[src/rtl/fas_pkg.sv]
// Shared constants and types for the floating-point add/subtract pipeline.
package fas_pkg;

    localparam int EXP_BIAS   = 127;
    localparam int EXP_INF    = 255;

    localparam int SIG_CARRY  = 31;
    localparam int SIG_HIDDEN = 30;
    localparam int FRAC_MSB   = 29;
    localparam int FRAC_LSB   = 7;

    localparam logic [31:0] FP_POS_ZERO = 32'h0000_0000;
    localparam logic [7:0]  FP_INF_EXP  = 8'hFF;

    // Stage A register contents: operand plus its classification.
    typedef struct packed {
        logic        sign;
        logic [31:0] sig;
        logic [8:0]  base_e;
        logic [4:0]  lz;
        logic        z;
    } stage_a_t;

endpackage

[src/rtl/fas_pipline4_if.sv]
// Operand/result bundle for the normalize-and-pack stage.
interface fas_pipline4_if;
    import fas_pkg::*;

    logic [32:0] x3;
    logic [8:0]  base_ei;
    logic        enable;
    logic [31:0] result;
    logic        valid;
    logic        ovf;
    logic        unf;
    logic        zero;

    modport master (
        output x3, base_ei, enable,
        input  result, valid, ovf, unf, zero
    );

    modport slave (
        input  x3, base_ei, enable,
        output result, valid, ovf, unf, zero
    );

endinterface

[src/rtl/fas_lzc31.sv]
// Leading-zero counter over a 31-bit vector; all-zero input yields 31.
module fas_lzc31 (
    input  logic [30:0] din,
    output logic [4:0]  count
);

    // Scan upward so the highest set bit writes last and wins.
    always_comb begin
        count = 5'd31;
        for (int unsigned i = 0; i < 31; i++) begin
            if (din[i]) count = 5'(30 - i);
        end
    end

endmodule

[src/rtl/fas_pipline4.sv]
// Stage 4 of the FP add/subtract pipeline: normalize, range-check and pack.
// Sub-stage A counts leading zeros and classifies, sub-stage B shifts and packs.
module fas_pipline4
    import fas_pkg::*;
(
    input  logic          clk,
    input  logic          rst,
    fas_pipline4_if.slave io
);

    stage_a_t          a_q;
    logic              valid_a;
    logic [4:0]        lz_in;

    logic signed [10:0] e;
    logic [30:0]       n;
    logic [22:0]       frac;
    logic [31:0]       res_d;
    logic              ovf_d;
    logic              unf_d;
    logic              zero_d;
    logic              unused_bits;

    fas_lzc31 u_lzc (
        .din   (io.x3[SIG_HIDDEN:0]),
        .count (lz_in)
    );

    // Stage A: capture the operand and its leading-zero classification.
    always_ff @(posedge clk) begin
        if (rst) begin
            a_q     <= '0;
            valid_a <= 1'b0;
        end else begin
            valid_a <= io.enable;
            if (io.enable) begin
                a_q.sign   <= io.x3[32];
                a_q.sig    <= io.x3[31:0];
                a_q.base_e <= io.base_ei;
                a_q.lz     <= lz_in;
                a_q.z      <= (io.x3[31:0] == '0);
            end
        end
    end

    // Stage B combinational: normalize, adjust exponent, pick output class.
    always_comb begin
        n      = a_q.sig[SIG_HIDDEN:0] << a_q.lz;
        e      = '0;
        frac   = '0;
        res_d  = '0;
        ovf_d  = 1'b0;
        unf_d  = 1'b0;
        zero_d = 1'b0;

        if (a_q.sig[SIG_CARRY]) begin
            e    = $signed({{2{a_q.base_e[8]}}, a_q.base_e}) + 11'sd1;
            frac = a_q.sig[SIG_HIDDEN:FRAC_LSB+1];
        end else begin
            e    = $signed({{2{a_q.base_e[8]}}, a_q.base_e}) - $signed({6'b0, a_q.lz});
            frac = n[FRAC_MSB:FRAC_LSB];
        end

        if (a_q.z) begin
            res_d  = FP_POS_ZERO;
            zero_d = 1'b1;
        end else if (int'(e) >= EXP_INF) begin
            res_d  = {a_q.sign, FP_INF_EXP, 23'h0};
            ovf_d  = 1'b1;
        end else if (int'(e) <= 0) begin
            res_d  = {a_q.sign, 31'h0};
            unf_d  = 1'b1;
        end else begin
            res_d  = {a_q.sign, e[7:0], frac};
        end
    end

    // Bits of the shifted significand outside the fraction field are discarded.
    assign unused_bits = ^{n[SIG_HIDDEN], n[FRAC_LSB-1:0]};

    // Stage B register: result and flags update only for a valid stage-A entry.
    always_ff @(posedge clk) begin
        if (rst) begin
            io.result <= '0;
            io.ovf    <= 1'b0;
            io.unf    <= 1'b0;
            io.zero   <= 1'b0;
            io.valid  <= 1'b0;
        end else begin
            io.valid <= valid_a;
            if (valid_a) begin
                io.result <= res_d;
                io.ovf    <= ovf_d;
                io.unf    <= unf_d;
                io.zero   <= zero_d;
            end
        end
    end

endmodule

[src/flat_wrapper.sv]
// flat-port wrapper written by rule: the top's interface ports become plain ports
module fas_pipline4_flat import fas_pkg::*;
  (clk, rst, io_x3, io_base_ei, io_enable, io_result, io_valid, io_ovf, io_unf, io_zero);
  fas_pipline4_if io_i ();
  input  logic clk;
  input  logic rst;
  input wire logic [$bits(io_i.x3)-1:0] io_x3;
  input wire logic [$bits(io_i.base_ei)-1:0] io_base_ei;
  input wire logic [$bits(io_i.enable)-1:0] io_enable;
  output wire logic [$bits(io_i.result)-1:0] io_result;
  output wire logic [$bits(io_i.valid)-1:0] io_valid;
  output wire logic [$bits(io_i.ovf)-1:0] io_ovf;
  output wire logic [$bits(io_i.unf)-1:0] io_unf;
  output wire logic [$bits(io_i.zero)-1:0] io_zero;
  assign io_i.x3 = io_x3;
  assign io_i.base_ei = io_base_ei;
  assign io_i.enable = io_enable;
  assign io_result = io_i.result;
  assign io_valid = io_i.valid;
  assign io_ovf = io_i.ovf;
  assign io_unf = io_i.unf;
  assign io_zero = io_i.zero;
  fas_pipline4 u_core (.clk(clk), .rst(rst), .io(io_i));
endmodule
[config.mk]
export PLATFORM = sky130hd
export DESIGN_NAME = fas_pipline4_flat
export DESIGN_NICKNAME = d
export VERILOG_FILES = /design/src/rtl/fas_pkg.sv /design/src/rtl/fas_pipline4_if.sv /design/src/rtl/fas_lzc31.sv /design/src/rtl/fas_pipline4.sv /design/src/flat_wrapper.sv
export SDC_FILE = /design/constraint.sdc
export NUM_CORES = 1
export LEC_CHECK = 0
export ABC_CLOCK_PERIOD_IN_PS = 4250
export CORE_MARGIN = 2
export CORE_UTILIZATION = 27
export DETAILED_ROUTE_END_ITERATION = 8
export HOLD_SLACK_MARGIN = 0.03
export PLACE_DENSITY = 0.42
export SYNTH_ARGS = -nofsm -noshare
export SYNTH_HDL_FRONTEND = slang
export SYNTH_SLANG_ARGS = --single-unit
[constraint.sdc]
create_clock -name clk -period 4.25 [get_ports clk]
set_clock_uncertainty 0.2 [all_clocks]
set_input_delay 0.425 -clock clk [delete_from_list [all_inputs] [get_ports clk]]
set_output_delay 0.425 -clock clk [all_outputs]
set_load 0.01 [all_outputs]
## Yosys cells after proc, flatten, opt, wreduce, memory -nomap -nowiden

Index checks and enable logic that the tools add are counted.

| storage, ports and cells | value |
|---|---|
| bits of input ports | 45 |
| logic and storage cells | 59 |
| bits in registers | 85 |
| output and inout bits | 36 |

| cells by class | value |
|---|---|
| multiplexer cells | 42 |
| shifts and indexed selects | 1 |
| reductions and logical operators | 1 |
| $add $sub $neg | 2 |
| order comparisons | 2 |

Operator list:

| kind | count |
|---|---|
| $mux W5 | 30 |
| $mux W31 | 2 |
| $logic_not A32 Y1 | 1 |
| $mux W32 | 1 |
| $shl A31 B5 Y30 | 1 |
| $mux W23 | 1 |
| $ge A11 B9 Y1 const B | 1 |
| $le A11 B1 Y1 const B | 1 |
| $mux W11 | 1 |
| $add A9 B2 Y10 const B | 1 |
| $sub A9 B6 Y10 | 1 |
| $mux W1 | 7 |

## Depth between registers and ports, before layout

Gate-level depths: netlist (run 1).

| depth | value |
|---|---|
| depth in word-level cells | 31 |
| mapped depth | 17 |
| mapped depth without buffers | 13 |

## Cells and area by module

A second synthesis (run 1) with hierarchy kept.

| unflattened totals | value |
|---|---|
| cell total of the unflattened synthesis | 656 |
| area, all modules | 5766.8 sq um |

By module, submodules not included:

| module | cells each | area an instance (sq um) | instances | sequential area each (sq um) |
|---|---|---|---|---|
| fas_pipline4 | 595 | 5422.7 | 1 | 1701.6 |
| fas_lzc31 | 61 | 344.1 | 1 | 0.0 |

## Least setup slack after synthesis (run 1)

No wires, ideal clock.

| path | value |
|---|---|
| path kind | reg2reg |
| start | reg u_core.a_q[1] (netlist bit) |
| end | reg u_core.io.result[17] |
| data arrival time | 3.360 ns |
| cell stages (with the launch flop) | 17 |
| setup slack | 0.573 ns |
| library setup time | 0.117 ns |
| path buffers | 3 |
| path through | dfxtp_1 -> buf_2 -> inv_2 -> buf_2 -> ha_1 -> and2_1 -> ha_1 -> nor2b_1 -> ha_1 -> nand3_2 -> o221ai_2 -> a21oi_2 -> xor2_2 -> o41ai_4 -> nor3b_4 -> buf_6 -> a22o_1 |

| on the way | value |
|---|---|
| cells in the longest elaborated chain, start to end | 6 |

RTL lines:

| item | line | RTL |
|---|---|---|
| start: declaration | fas_pipline4.sv:11 | `stage_a_t a_q;` |
| $sub A9 B6 Y10 | fas_pipline4.sv:60 | `e = $signed({{2{a_q.base_e[8]}}, a_q.base_e}) - $signed({6'b0, a_q.lz});` |
| $mux W11 | fas_pipline4.sv:56 | `if (a_q.sig[SIG_CARRY]) begin` |
| $le A11 B1 Y1 | fas_pipline4.sv:70 | `end else if (int'(e) <= 0) begin` |
| $mux W31 | fas_pipline4.sv:70 |  |
| $mux W31 * | fas_pipline4.sv:67 | `end else if (int'(e) >= EXP_INF) begin` |
| $mux W32 * | fas_pipline4.sv:64 | `if (a_q.z) begin` |
| end signal: assignment | fas_pipline4.sv:92 | `io.result <= res_d;` |
| end: declaration | fas_pipline4_if.sv:21 | `output result, valid, ovf, unf, zero` |

Mark *: on every way between the ends. The rest lies on a longest branch, timed or not.
A chain may end at the register's enable or synchronous reset.

## Worst setup path after layout (run 1)

| path | value |
|---|---|
| start | reg u_core.a_q[1] (netlist bit) |
| end | reg u_core.io.result[20] |

The elaborated chain is that of the path after synthesis.

==> results.sh, run 1 <==
export IMPL_syn_avg_cell_area_um2=8.57
export IMPL_synthMuxAreaShare=0.197
export IMPL_path_common_cell="ha_1"
export IMPL_p_leak_nw=2.68
export IMPL_ir_drop_mv=0.165
export IMPL_drive_gt1_frac=0.102
export IMPL_drc=0
export IMPL_critical_path_class="flop to flop"
export IMPL_drv_slew=0
export IMPL_finalPower_w=0.00227
export IMPL_cp_max_fo=23
export IMPL_routedWlPerCell_um=19.6
export IMPL_grt_busiest_layer="met1"
export IMPL_clock_fmax_mhz=263
export IMPL_critPathArrivalTime_ns=3.90
export IMPL_syn_inst=671
export IMPL_cts_buffer_depth=2
export IMPL_power_density_nw_per_um2=322
export IMPL_antenna_cells=0
export IMPL_cts_buffers=9
export IMPL_dr_pass1_iters=5
export IMPL_drtAntennaViolNets=0
export IMPL_path_cells="inv_2 > ha_1 > and2_1 > ha_1 > nor2b_1 > ha_1 > nand3_2 > o221ai_1 > a31oi_1 > xnor2_1 > nand2b_1 > nor3b_4 > a32o_1"
export IMPL_start_util=0.274
export IMPL_cts_root_buf="clkbuf_16"
export IMPL_grt_max_degree=60
export IMPL_r2r_slack_ns=0.44
export IMPL_maxCapViolCount=0
export IMPL_cp_required_ns=4.34
export IMPL_io_pins=81
export IMPL_finalHoldViolCount=0
export IMPL_worstSetupEndpointType="flop"
export IMPL_grt_pass1_vias=5175
export IMPL_cts_sink_count=85
export IMPL_synth_edf_count=0
export IMPL_synthXorXnorAreaFrac=0.0198
export IMPL_worst_pin_slew_ns=0.980
export IMPL_yosysTopAreaCell="dfxtp_1"
export IMPL_whs_ns=0.239
export IMPL_drt_iter0_drc=287
export IMPL_core_area_um2=21000
export IMPL_async_flop_share=0
export IMPL_setup_tns_ns=0
export IMPL_hp_start="rst"
export IMPL_period_share=0.896
export IMPL_synth_area_um2=5750
export IMPL_syn_to_final_growth_pct=22.7
export IMPL_postCtsHoldBufs=0
export IMPL_rows=53
export IMPL_track_usage=0.182
export IMPL_cts_clk_slew_worst_paths_ns=0.07
export IMPL_crit_family="simple AND/OR/NAND/NOR gates"
export IMPL_io_buffers=80
export IMPL_setup_viol=0
export IMPL_die_h_um=150
export IMPL_rsz0062_at_grt="false"
export IMPL_cpPeakStageDelay_ns=0.75
export IMPL_antenna_found_initial=0
export IMPL_ys_seq_area_frac=0.296
export IMPL_path_buf_inv=1
export IMPL_ctsResizeCount=0
export IMPL_worst_setup_path_start_kind="flop"
export IMPL_vias=5274
export IMPL_min_path_type="primary input to flop"
export IMPL_num_nets_final=790
export IMPL_ys_ff_latch=85
export IMPL_yosys_area_share_simple=0.176
export IMPL_slowest_stage="nor3b_4"
export IMPL_status="finished clean"
export IMPL_synth_area_leaders="dfxtp_1 30%, mux2i_1 13%, nor2_1 7.4%"
export IMPL_grt_overflow=0
export IMPL_clk_latency_ns=0.36
export IMPL_relSlewSlack=0.346
export IMPL_placed_cell_area_um2=6720
export IMPL_finalWeightedCongestion=0.910
export IMPL_drt_total_wl_um=19800
export IMPL_r2r_start="u_core.a_q[1]"
export IMPL_place_hpwl_um=15500
export IMPL_use_met3=0.0216
export IMPL_synthFlopType="dfxtp_1"
export IMPL_dieArea_um2=22500
export IMPL_use_met2=0.265
export IMPL_grt_pass1_wl_um=31000
export IMPL_synthesis_nets=728
export IMPL_synth_warnings=0
export IMPL_min_period_ns=3.81
export IMPL_synth_compound_area_frac=0.226
export IMPL_cts_setup_buffers=0
export IMPL_viasPerCell=5.21
export IMPL_fp_dieW_um=150
export IMPL_cts_tree="built"
export IMPL_synth_top_area_frac=0.296
export IMPL_synth_top_family_by_area="compound AO/OA/AOI/OAI gates"
export IMPL_final_area_um2=7050
export IMPL_startpoint="u_core.a_q[1]"
export IMPL_synthAdderAreaFrac=0.0274
export IMPL_use_met1=0.277
export IMPL_yosysUniqueCellTypes=75
export IMPL_htreeDepth=3
## worst paths after layout
path                            cells after the start                    to
worst max register to register                     13  u_core.io.result[20]
worst min register to register                      2  u_core.io.result[23]
worst min-delay path                                3         u_core.io.unf
worst max-delay path                               13  u_core.io.result[20]
## cells by family (layout without fill, tap and decap cells)
| family | Yosys count | count (layout) |
|---|---|---|
| buffers and inverters | 59 | 126 |
| and+or+nand+nor | 227 | 227 |
| xor gates and xnor gates | 10 | 10 |
| muxes | 97 | 97 |
| AOI/OAI and AO/OA | 181 | 181 |
| DFF | 85 | 85 |
| adders and majority gates | 12 | 12 |
## Yosys cell counts, types with 6 or more instances
cell	n
a211oi_1	6
a21oi_1	43
a221o_1	7
a22o_1	29
a22oi_1	6
buf_1	8
buf_2	7
buf_6	8
clkbuf_1	11
dfxtp_1	85
ha_1	11
inv_1	15
mux2_2	10
mux2i_1	74
mux4_2	12
nand2_1	51
nand2b_1	10
nand3_1	8
nor2_1	113
nor2b_1	13
nor3_1	11
o21ai_0	27
o22ai_1	9
## metal layers
metal | wire [µm] | part of all wire
met1 | 10200 | 0.51
met2 | 8370 | 0.42
met3 | 960 | 0.048
met4 | 305 | 0.015
met5 | 0 | 0
## sequential cells by signal, indices dropped and copies added, names as in the netlist
name and count:
u_core.a_q 48, u_core.io.ovf 1, u_core.io.result 32, u_core.io.unf 1, u_core.io.valid 1, u_core.io.zero 1, u_core.valid_a 1
## tightest hold or removal path: stages
cell     delay (ns)
buf_2          0.08
or2b_2         0.15
o31ai_1        0.08
## stage by stage
step	instances	setup WS, ns	util
2_1_floorplan	671	0.573	-
3_3_place_gp	997	0.504	0.321
3_5_place_dp	997	0.433	0.321
4_1_cts	1013	0.398	0.337
5_1_grt	1013	0.110	0.337
6_report	1013	0.441	0.337
## where the power goes
part | internal [W] | switching [W] | leakage [nW] | total [W]
combinational | 0.000222 | 0.000274 | 1.83 | 0.000496
sequential | 0.000836 | 0.0000518 | 0.696 | 0.000888
clock | 0.000524 | 0.000360 | 0.159 | 0.000884
## layout make-up
class	count	area (µm²)
clock inverter	7	105
inverter	17	63.8
multi-input combinational	527	3720
tap	275	344
timing repair buffer	93	888
sequential	85	1700
clock buffer	9	225
fill	2242	13900
## layout by cell type (no fill, tap or decap), types with 15 or more instances in the layout
cell type / n
o21ai_0: 27
mux2i_1: 74
a21oi_1: 43
nor2_1: 112
nand2_1: 51
inv_1: 15
clkdlybuf4s50_1: 78
a22o_1: 29
dfxtp_1: 84
Note: power is estimated with default switching activity, not from simulation.
==> inputs of run 2 (changes only) <==
CTS_CLUSTER_SIZE = 25   (was not set)
==> results of run 2 <==
Same layout as run 1: the final DEF is identical, and so are final timing and power.
==> inputs of run 3 (changes only) <==
==> constraint.sdc (replaced) <==
create_clock -name clk -period 4.25 [get_ports clk]
set_clock_uncertainty 0.2 [all_clocks]
set_input_delay 0.6375 -clock clk [delete_from_list [all_inputs] [get_ports clk]]
set_output_delay 0.6375 -clock clk [all_outputs]
set_load 0.01 [all_outputs]
==> run 3 against run 2 <==
Final area down 0.59%. Global-route usage down 0.41 points. Combinational power about the same. Flip-flop and latch count unchanged. Sequential power about the same. Clock-buffer cell count unchanged. Non-clock buffer count down 1. Hold slack better by 0.033 ns. Clock power down 9.5%. Sequential share of layout area up 0.14 points. Critical path depth unchanged. Highest routed layer unchanged. First-iteration DRC count up 75%.
==> results.sh, run 3 (synthesis gave the netlist of run 1 again) <==
export IMPL_status="finished clean"
export IMPL_cts_setup_buffers=0
export IMPL_rsz0062_at_grt="false"
export IMPL_clk_latency_ns=0.35
export IMPL_power_density_nw_per_um2=311
export IMPL_postCtsHoldBufs=0
export IMPL_relSlewSlack=0.300
export IMPL_drc=0
export IMPL_clock_fmax_mhz=256
export IMPL_ctsResizeCount=0
export IMPL_num_nets_final=789
export IMPL_drt_total_wl_um=19800
export IMPL_period_share=0.918
export IMPL_htreeDepth=3
export IMPL_final_cell_mix="112 x nor2_1, 84 x dfxtp_1, 78 x clkdlybuf4s50_1, 74 x mux2i_1, 51 x nand2_1"
export IMPL_worst_pin_slew_ns=1.05
export IMPL_antenna_found_initial=0
export IMPL_setup_tns_ns=0
export IMPL_cts_tree="built"
export IMPL_worst_setup_path_start_kind="flop"
export IMPL_cts_clk_slew_worst_paths_ns=0.07
export IMPL_grt_pass1_wl_um=30200
export IMPL_cp_required_ns=4.35
export IMPL_drtAntennaViolNets=0
export IMPL_dr_pass1_iters=6
export IMPL_antenna_cells=0
export IMPL_io_pins=81
export IMPL_largest_register="u_core.a_q"
export IMPL_drive_gt1_frac=0.100
export IMPL_viasPerCell=5.26
export IMPL_maxCapViolCount=0
export IMPL_syn_to_final_growth_pct=21.9
export IMPL_cts_buffers=9
export IMPL_die_h_um=150
export IMPL_start_util=0.274
export IMPL_drv_slew=0
export IMPL_final_common_cell="nor2_1"
export IMPL_grt_pass1_vias=5080
export IMPL_dieArea_um2=22500
export IMPL_grt_overflow=0
export IMPL_finalWeightedCongestion=0.915
export IMPL_finalHoldViolCount=0
export IMPL_fp_dieW_um=150
export IMPL_postLayoutCoreUtil=0.335
export IMPL_cts_root_buf="clkbuf_16"
export IMPL_min_period_ns=3.90
export IMPL_reg_largest_list="u_core.a_q x48, u_core.io.result x32"
export IMPL_drt_iter0_drc=502
export IMPL_cp_max_fo=23
export IMPL_setup_viol=0
export IMPL_p_leak_nw=2.67
export IMPL_track_usage=0.178
export IMPL_min_path_type="flop to flop"
export IMPL_routedWlPerCell_um=19.6
export IMPL_grt_max_degree=60
export IMPL_core_area_um2=21000
export IMPL_io_buffers=80
export IMPL_place_hpwl_um=15300
export IMPL_ir_drop_mv=0.208
export IMPL_vias=5327
export IMPL_rows=53
export IMPL_largest_register_ffs=48
export IMPL_cts_buffer_depth=2
export IMPL_critical_path_class="flop to flop"
export IMPL_critPathArrivalTime_ns=4.00
export IMPL_cts_sink_count=85
export IMPL_worstSetupEndpointType="flop"
run 3: changes by cell type in the layout (fill, tap and decap cells not counted), sizes merged:
cell	change
bufinv	-2
clkinvlp	-1
inv	+3
buf	-1
run 3: path summary, 6_finish.rpt:
path                        startpoint                   end  slack (ns)  cells after the start
setup / recovery         u_core.a_q[1]  u_core.io.result[20]        0.35                     13
setup reg to reg         u_core.a_q[1]  u_core.io.result[20]        0.35                     13
hold reg to reg   u_core.io.result[30]  u_core.io.result[30]        0.27                      2
hold / removal    u_core.io.result[30]  u_core.io.result[30]        0.27                      2
run 3: where the power goes:
| group | leakage, nW | internal, W | switching (W) |
|---|---|---|---|
| combinational | 1.83 | 0.000222 | 0.000273 |
| sequential | 0.696 | 0.000836 | 0.0000506 |
| clock | 0.148 | 0.000418 | 0.000382 |
| total | 2.67 | 0.00148 | 0.000705 |
run 3: worst max-delay path: stages, from the launching register on:
cell	delay [ns]
dfxtp_1	0.40
inv_2	0.05
ha_1	0.21
and2_1	0.16
ha_1	0.28
nor2b_1	0.13
ha_1	0.42
nand3_2	0.13
o221ai_1	0.21
a31oi_1	0.12
xnor2_1	0.30
nand2b_1	0.18
nor3b_4	0.77
a32o_1	0.26
run 3: layout make-up:
cell class / count / area (µm²)
Sequential cell: 85 / 1700
Timing Repair Buffer: 92 / 881
Tap cell: 275 / 344
Clock inverter: 7 / 71.3
Multi-Input combinational cell: 527 / 3720
Fill cell: 2199 / 13900
Inverter: 17 / 63.8
Clock buffer: 9 / 225
run 3: per-layer routing:
metal / GRT usage / vias up / share of wire
met3: 0.0232 / 22 / 0.053
li1: - / 2575 / -
met2: 0.259 / 199 / 0.42
met5: 0 / - / 0
met1: 0.267 / 2531 / 0.50
met4: 0.0632 / 0 / 0.021
run 3: metrics by stage:
stage                     power (W)  hold WS, ns  cell area (µm²)  setup slack [ns]  std cells
after global placement      0.00140        0.261             6710             0.492        996
after global routing        0.00229        0.290             7010            0.0474       1012
after detailed placement    0.00140        0.261             6710             0.373        996
after floorplan             0.00121        0.254             5750             0.573        671
after CTS                   0.00220        0.278             7010             0.336       1012
final                       0.00218        0.272             7010             0.348       1012
==> RTL change (config.mk and constraints of run 3) <==
Make the reset (`rst`) asynchronous in 2 clocked blocks.
--- a/src/rtl/fas_pipline4.sv
+++ b/src/rtl/fas_pipline4.sv
@@ -27,7 +27,7 @@
     );
 
     // Stage A: capture the operand and its leading-zero classification.
-    always_ff @(posedge clk) begin
+    always_ff @(posedge clk or posedge rst) begin
         if (rst) begin
             a_q     <= '0;
             valid_a <= 1'b0;
@@ -79,7 +79,7 @@
     assign unused_bits = ^{n[SIG_HIDDEN], n[FRAC_LSB-1:0]};
 
     // Stage B register: result and flags update only for a valid stage-A entry.
-    always_ff @(posedge clk) begin
+    always_ff @(posedge clk or posedge rst) begin
         if (rst) begin
             io.result <= '0;
             io.ovf    <= 1'b0;
Function: differs if rst is asserted again (counterexample within 4 cycles, from zero or initial values and one cycle with rst high); with rst held inactive, the same outputs for 10 cycles.
==> RTL change against run 3 <==
Sequential cell count unchanged; via count shrank 6.5%; worst hold slack improved by 14 ps; global-route usage fell by 1.7 points; area after synthesis grew 4.5%; cell area up 4.6%; final cell count down 7.0%; wire length is 6.4% lower; worst setup slack improved by 98 ps.
Power is not compared: it rests on default switching activity, and its combinational part moved more than twofold at a synthesized area within 25%.
==> RTL change: results (changes against run 3) <==
| Metric | Value |
|---|---|
| Clock group | `754 uW` |
| CTS resizes | `0 (unchanged)` |
| Largest net degree at the start of global routing | `86 (+43%)` |
| Hold-critical path endpoint | `u_core.io.result[29]$_DFFE_PP0P_` |
| Grt met1 use | `23.7% (-3.0 points)` |
| Post-synthesis sequential area ratio | `35.4% (+5.8 points)` |
| Synth Area in XOR/XNOR | `1.48% (-0.50 points)` |
| Worst-case clock buffer depth | `2 (unchanged)` |
| Vias in the first global route | `5,003 (-1.5%)` |
| Total GRT Usage | `16.1% (-1.7 points)` |
| Compound-Gate Fraction of Synth Area | `23.9% (+1.3 points)` |
| Post-synthesis adder-cell area fraction | `2.62% (-0.12 points)` |
| Filler instances | `2,232 (+1.5%)` |
| FF-to-FF path depth | `12 (-1)` |
| Worst hold slack | `286 ps (+13.9 ps)` |
| Crit Path Category | `reg2reg` |
| Nets | `714 (-9.5%)` |
| Detailed placer's ending HPWL | `14.5 mm (-5.0%)` |
| Worst path arrival time | `3810 ps (-190 ps)` |
| Unique masters post-synth | `77 (+2.7%)` |
| RePlAce Congestion | `0.899 (-1.7%)` |
| First-pass GRT wire length | `29.6 mm (-2.0%)` |
| Met3 global-route usage | `3.52% (+1.2 points)` |
| R2R Path End | `u_core.io.result[8]$_DFFE_PP0P_` |
| Final cell count without fillers | `941 (-7.0%)` |
| HP Start | `u_core.io.result[29]$_DFFE_PP0P_` |
| Share of layout cells above drive strength 1 | `18.9% (+8.9 points)` |
| Wirelength per Cell | `19.7 um (+0.62%)` |
| FF-to-FF Start | `u_core.a_q[3]$_DFFE_PP0P_` |
| Worst slew pin tran | `981 ps (-68.1 ps)` |
| DR vias/cell | `5.29 (+0.54%)` |
| Area after DPL | `7050 um2 (+5.0%)` |
| Top_reg_cell synth | `dfrtp_1` |
| Synth cell count leaders | `85 x dfrtp_1, 59 x nor2_1, 43 x mux2_2, 39 x nand2_1, 35 x inv_1` |
| PortBufs | `80 (unchanged)` |
| CP max stage delay | `440 ps (-330 ps)` |
| Hold path cells | `1 (-1)` |
| Status | `finished clean` |
| Critical-path top delay cell | `ha_1` |
| Routing usage on met2 | `23.6% (-2.2 points)` |
| Worst-path maximum fanout | `22 (-4.3%)` |
| Top cells by area, synth | `dfrtp_1 35%, mux2_2 8.1%, mux4_2 4.9%` |
| Syn nets | `643 (-12%)` |
| Syn Area/Cell | `10.3 um2 (+20%)` |
| Post-synthesis mux area share | `18.2% (-1.5 points)` |
| Starting DRT DRC Count | `298 (-41%)` |
| Async SR Flop Fraction | `100% (+100 points)` |
| R2R setup slack | `450 ps (+100 ps)` |
| Largest registers | `u_core.a_q: 48 flops, u_core.io.result: 32 flops` |
| Placed cells | `926 (-7.0%)` |
RTL change: stage by stage:
step	total power, uW	setup slack, ps
4_1_cts	3210	412
3_5_place_dp	2440	442
5_1_grt	3380	133
6_report	3170	446
3_3_place_gp	2430	560
2_1_floorplan	1950	289
RTL change: worst reg2reg max path: cells and delay by family, from the launching register on:
kind / cells / cell delay (ps)
and+or+nand+nor: 5 / 1150
AOI/OAI and AO/OA: 3 / 640
buffers and inverters: 1 / 340
xor gates and xnor gates: 1 / 250
DFF: 1 / 420
adders and majority gates: 2 / 670
RTL change: layer usage:
layer / wire (um) / part of all wire, %
met1: 9120 / 49
met2: 8040 / 43
met3: 998 / 5.4
met4: 387 / 2.1
met5: 0 / 0
RTL change: layout make-up:
cell class	count	area [um2]	share of cell area [%]
clock buffers	14	274	3.74
clock inverters	1	5.00	0.0683
inverters	38	144	1.96
multi-input cells	429	3510	48.0
flip-flops and latches	85	2130	29.0
well taps	280	350	4.78
repair buffers	94	913	12.5
